==> config.mk <==
export PLATFORM = sky130hd
export DESIGN_NAME = hpdcache_flush_sched
export DESIGN_NICKNAME = d
export VERILOG_FILES = /design/src/rtl/hpdcache_flush_sched.sv
export SDC_FILE = /design/constraint.sdc
export NUM_CORES = 1
export LEC_CHECK = 0
export ABC_CLOCK_PERIOD_IN_PS = 2200
export CAP_MARGIN = 10
export CORE_MARGIN = 1.5
export CORE_UTILIZATION = 45
export CTS_BUF_LIST = sky130_fd_sc_hd__clkbuf_2
export CTS_CLUSTER_DIAMETER = 40
export DETAILED_ROUTE_END_ITERATION = 10
export PLACE_DENSITY = 0.77
export SLEW_MARGIN = 25
export SYNTH_ARGS = -nofsm -noshare
export SYNTH_HDL_FRONTEND = slang
export SYNTH_SLANG_ARGS = --single-unit
==> constraint.sdc <==
create_clock -name clk_i -period 2.2 [get_ports clk_i]
set_input_delay 0.33 -clock clk_i [delete_from_list [all_inputs] [get_ports clk_i]]
set_output_delay 0.33 -clock clk_i [all_outputs]
set_load 0.01 [all_outputs]
==> src/rtl/hpdcache_flush_sched.sv <==
// hpdcache_flush_sched: flush-all sequencer that scans every directory set and hands
// each valid dirty line to the flush controller, clearing its dirty bit on acceptance.
module hpdcache_flush_sched #(
  parameter int unsigned Sets     = 64,
  parameter int unsigned Ways     = 4,
  parameter int unsigned TagWidth = 20
) (
  input  logic                               clk_i,
  input  logic                               rst_ni,
  input  logic                               start_i,
  output logic                               start_ready_o,
  output logic                               done_o,
  output logic                               busy_o,
  output logic                               dir_req_o,
  output logic [$clog2(Sets)-1:0]            dir_req_set_o,
  input  logic                               dir_gnt_i,
  input  logic [Ways-1:0]                    dir_valid_i,
  input  logic [Ways-1:0]                    dir_dirty_i,
  input  logic [Ways*TagWidth-1:0]           dir_tag_i,
  output logic                               dir_clr_o,
  output logic [$clog2(Sets)-1:0]            dir_clr_set_o,
  output logic [Ways-1:0]                    dir_clr_way_o,
  output logic                               flush_alloc_o,
  input  logic                               flush_alloc_ready_i,
  output logic [TagWidth+$clog2(Sets)-1:0]   flush_alloc_nline_o,
  output logic [Ways-1:0]                    flush_alloc_way_o,
  input  logic                               flush_empty_i
);
  localparam int unsigned SetW = $clog2(Sets);
  typedef enum logic [2:0] {IDLE, READ, WAIT, FLUSH, DRAIN} state_e;
  state_e                   state_q;
  logic [SetW-1:0]          set_q;
  logic [Ways-1:0]          mask_q;
  logic [Ways*TagWidth-1:0] tags_q;
  logic [Ways-1:0]          sel;
  logic [Ways-1:0]          dir_mask;
  logic [TagWidth-1:0]      sel_tag;
  logic                     last;
  state_e                   adv_state;
  logic [SetW-1:0]          adv_set;
  // lowest pending way wins, so ways are flushed in ascending order
  assign sel       = mask_q & (~mask_q + 1'b1);
  assign dir_mask  = dir_valid_i & dir_dirty_i;
  assign last      = &set_q;
  assign adv_state = last ? DRAIN : READ;
  assign adv_set   = last ? set_q : set_q + 1'b1;
  always_comb begin
    sel_tag = '0;
    for (int w = 0; w < Ways; w++) sel_tag |= sel[w] ? tags_q[w*TagWidth +: TagWidth] : '0;
  end
  always_ff @(posedge clk_i or negedge rst_ni)
    if (!rst_ni) begin
      state_q <= IDLE;
      set_q   <= '0;
      mask_q  <= '0;
      tags_q  <= '0;
    end else case (state_q)
      IDLE: if (start_i) begin
        set_q   <= '0;
        state_q <= READ;
      end
      READ: if (dir_gnt_i) state_q <= WAIT;
      WAIT: begin
        mask_q <= dir_mask;
        tags_q <= dir_tag_i;
        if (|dir_mask) state_q <= FLUSH;
        else begin
          state_q <= adv_state;
          set_q   <= adv_set;
        end
      end
      FLUSH: if (flush_alloc_ready_i) begin
        mask_q <= mask_q & ~sel;
        if (mask_q == sel) begin
          state_q <= adv_state;
          set_q   <= adv_set;
        end
      end
      DRAIN: if (flush_empty_i) state_q <= IDLE;
      default: state_q <= IDLE;
    endcase
  assign start_ready_o       = state_q == IDLE;
  assign busy_o              = state_q != IDLE;
  assign done_o              = state_q == DRAIN && flush_empty_i;
  assign dir_req_o           = state_q == READ;
  assign dir_req_set_o       = set_q;
  assign flush_alloc_o       = state_q == FLUSH;
  assign flush_alloc_nline_o = {sel_tag, set_q};
  assign flush_alloc_way_o   = sel;
  assign dir_clr_o           = flush_alloc_o && flush_alloc_ready_i;
  assign dir_clr_set_o       = set_q;
  assign dir_clr_way_o       = sel;
endmodule

==> flow_summary.yaml <==
sta:
  slew_headroom_pct: 65.16
  finalClockSkew_ns: 0.02604
  fmax_mhz: 417.4
  min_period_ns: 2.396
  setup_viol: 22
  grt_setup_unrepaired: "yes"
  slew_violations: 0
  worst_pin_slew_ns: 0.5226
  period_share_pct: 108.9
  layout_setup_ws_ns: -0.1956
  hold_violations: 0
synthesis:
  synth_top_cell_by_area: "dfrtp_1"
  syn-num-nets: 454
  synth_cell_type_count: 45
  ys_ff_latch: 93
  ys_top_cells_by_count: "93 x dfrtp_1, 67 x mux2_1, 41 x a22oi_1, 24 x o21ai_0, 17 x buf_4"
  synth_area_leaders: "dfrtp_1 52%, mux2_1 17%, a22oi_1 6.9%"
  yosysSeqAreaShare_pct: 52.45
  syn_area_sq_um: 4437
  ys.flop_type: "dfrtp_1"
  synthCells: 359
  ys_warn_count: 0
  syn_avg_cell_area_sq_um: 12.36
  yosysMostFrequentCell: "dfrtp_1"
  async_flop_share_pct: 100.0
  synth_top_area_share_pct: 52.45
  synth_edf_count: 0
clock_network:
  cts-root-buf: "clkbuf_2"
  cts_buffers: 9
  cts_tree: "yes"
  cts-htree-levels: 3
  insertion_delay_ns: 0.56
  cts_sinks: 93
  clockBufferDepth: 2
  clk_transition_reported_paths_ns: 0.27
outcome:
  status: "complete, but fails checks"
  violations: "negative setup slack"
critical_path:
  startpoint_type: "flip-flop"
  worstSetupEndpointType: "output port"
  worst-setup-path-type: "flip-flop to output port"
  cp_max_fo: 6
  crit_required_ns: 1.87
  arrival_ns: 2.07
global_route:
  grt_pass1_vias: 3568
  grt_use_total_pct: 22.86
  antenna_found_initial: 0
  grt-ovfl-total: 0
  grt_max_degree: 69
  grt_pass1_wl_um: 18240
final_layout:
  fin_nets: 595
  finish.utilization_pct: 63.79
  antenna_cells: 0
  area_growth_pct: 39.23
  layout-drive-gt1-share_pct: 21.19
  nFillCells: 789
run:
  drv_cap: 0
worst_hold_path:
  hold_class: "primary input to asynchronous set/reset pin"
routing:
  ant_nets: 0
  dr.pass1.iters: 4
  wl_per_cell_um: 17.93
  wirelength_um: 11440
  drtIter0Drc: 162
  routed-via-count: 3427
  vias_per_cell: 5.371
  drcViolationCount: 0
placed_design:
  port_buffers: 145
  gp_congestion: 0.8722
  dp_worst_setup_slack_ns: 0.006380
  hpwlAfterDp_um: 8095
die:
  die_area_sq_um: 10460
  fp.dieH_um: 102.3
  design.core.area_sq_um: 9684
  rows: 36
  ios: 146
  start_util_pct: 45.81
  die_w_um: 102.3
power_and_ir_drop:
  ir_drop_v: 0.0005838
  powerDensity_nw_per_um2: 1297
  p_leak_nw: 2.615
  finalPower_mw: 8.010
==> per-layer routing <==
| layer | up-vias | global-route usage, % | wire (um) |
|---|---|---|---|
| met5 | - | 0 | 0 |
| li1 | 1590 | - | - |
| met1 | 1705 | 30.03 | 4953 |
| met3 | 17 | 4.925 | 533 |
| met4 | 0 | 7.482 | 260 |
| met2 | 115 | 37.85 | 5693 |
==> layout by cell type (no fill, tap or decap), types with 4 or more instances in the layout <==
cell,Yosys,routed
inv_1,5,4
mux2_2,13,13
dfrtp_1,93,91
a22oi_1,41,34
clkbuf_2,0,12
buf_4,17,15
buf_2,12,21
mux2_1,67,67
dlygate4sd2_1,0,6
nor2_1,5,4
buf_12,0,4
nand3_1,4,4
a31oi_1,6,6
a22oi_2,0,7
o21ai_0,24,17
o21ai_1,2,9
buf_6,1,5
clkdlybuf4s50_1,0,110
nand2_1,15,15
==> path summary, 6_finish.rpt <==
check                           slack (ns)  cells after the start                   start                      endpoint
worst max-delay path                 -0.20                      7   mask_q[2]$_DFFE_PN0P_       flush_alloc_nline_o[16]
worst min-delay path                  0.22                      2                  rst_ni        tags_q[72]$_DFFE_PN0P_
worst max register to register        0.11                      7   mask_q[1]$_DFFE_PN0P_  dir_clr_set_o[1]$_DFFE_PN0P_
worst min register to register        0.53                      1  tags_q[76]$_DFFE_PN0P_        tags_q[76]$_DFFE_PN0P_
max in group asynchronous             1.27                      3                  rst_ni        tags_q[34]$_DFFE_PN0P_
min in group clk_i                    0.33                      2           dir_tag_i[11]        tags_q[11]$_DFFE_PN0P_
==> report_power, final <==
group          internal (mW)  total [mW]  switching, mW
registers               2.55        3.11          0.557
logic                   2.11        4.02           1.91
clock network          0.275       0.877          0.603
==> worst max-delay path, cell delays in order, from the launching register on <==
cell	delay [ns]
dfrtp_1	0.43
or2_4	0.27
nor3b_4	0.21
buf_6	0.15
buf_8	0.13
a22oi_1	0.07
o21ai_0	0.10
buf_2	0.17
==> state kept, by name, indices dropped and copies added (netlist names) <==
| name | cells |
|---|---|
| mask_q | 4 |
| state_q | 3 |
| tags_q | 80 |
| dir_clr_set_o | 6 |
==> cell families after synthesis <==
group	after synthesis	share of synthesized area, %
flops	93	52.45
compound gates	90	14.86
buf+inv	48	6.007
mux	82	20.76
fa+ha+maj	2	0.5358
simple gates	44	5.387
==> through the flow <==
stage	cell area (sq um)	hold WS, ns	TNS [ns]	instances
after detailed placement	5961	0.3471	0	610
after CTS	6132	0.2427	-3.859	636
after floorplan	4437	0.03441	0	359
after global routing	6177	0.1965	-6.447	638
after global placement	5961	0.3428	0	610
final	6177	0.2249	-3.017	638
==> timing repair <==
action                     4_1_cts  5_1_grt
buffers inserted                 8        2
cloned                           1        0
hold buffers                     1        0
gates resized for setup        126       19
setup endpoints to repair       34       31
pin swaps                        3        5
hold endpoints to repair        39        0
==> cell type report <==
cell class / instances / area [sq um] / area share, %
flip-flops and latches: 93 / 2330 / 37.72
multi-input cells: 218 / 1908 / 30.89
repair buffers: 172 / 1629 / 26.37
well taps: 133 / 166.4 / 2.694
clock inverters: 6 / 71.32 / 1.155
clock buffers: 10 / 50.05 / 0.8102
inverters: 6 / 22.52 / 0.3646
Power figures use the tool's default switching activity.
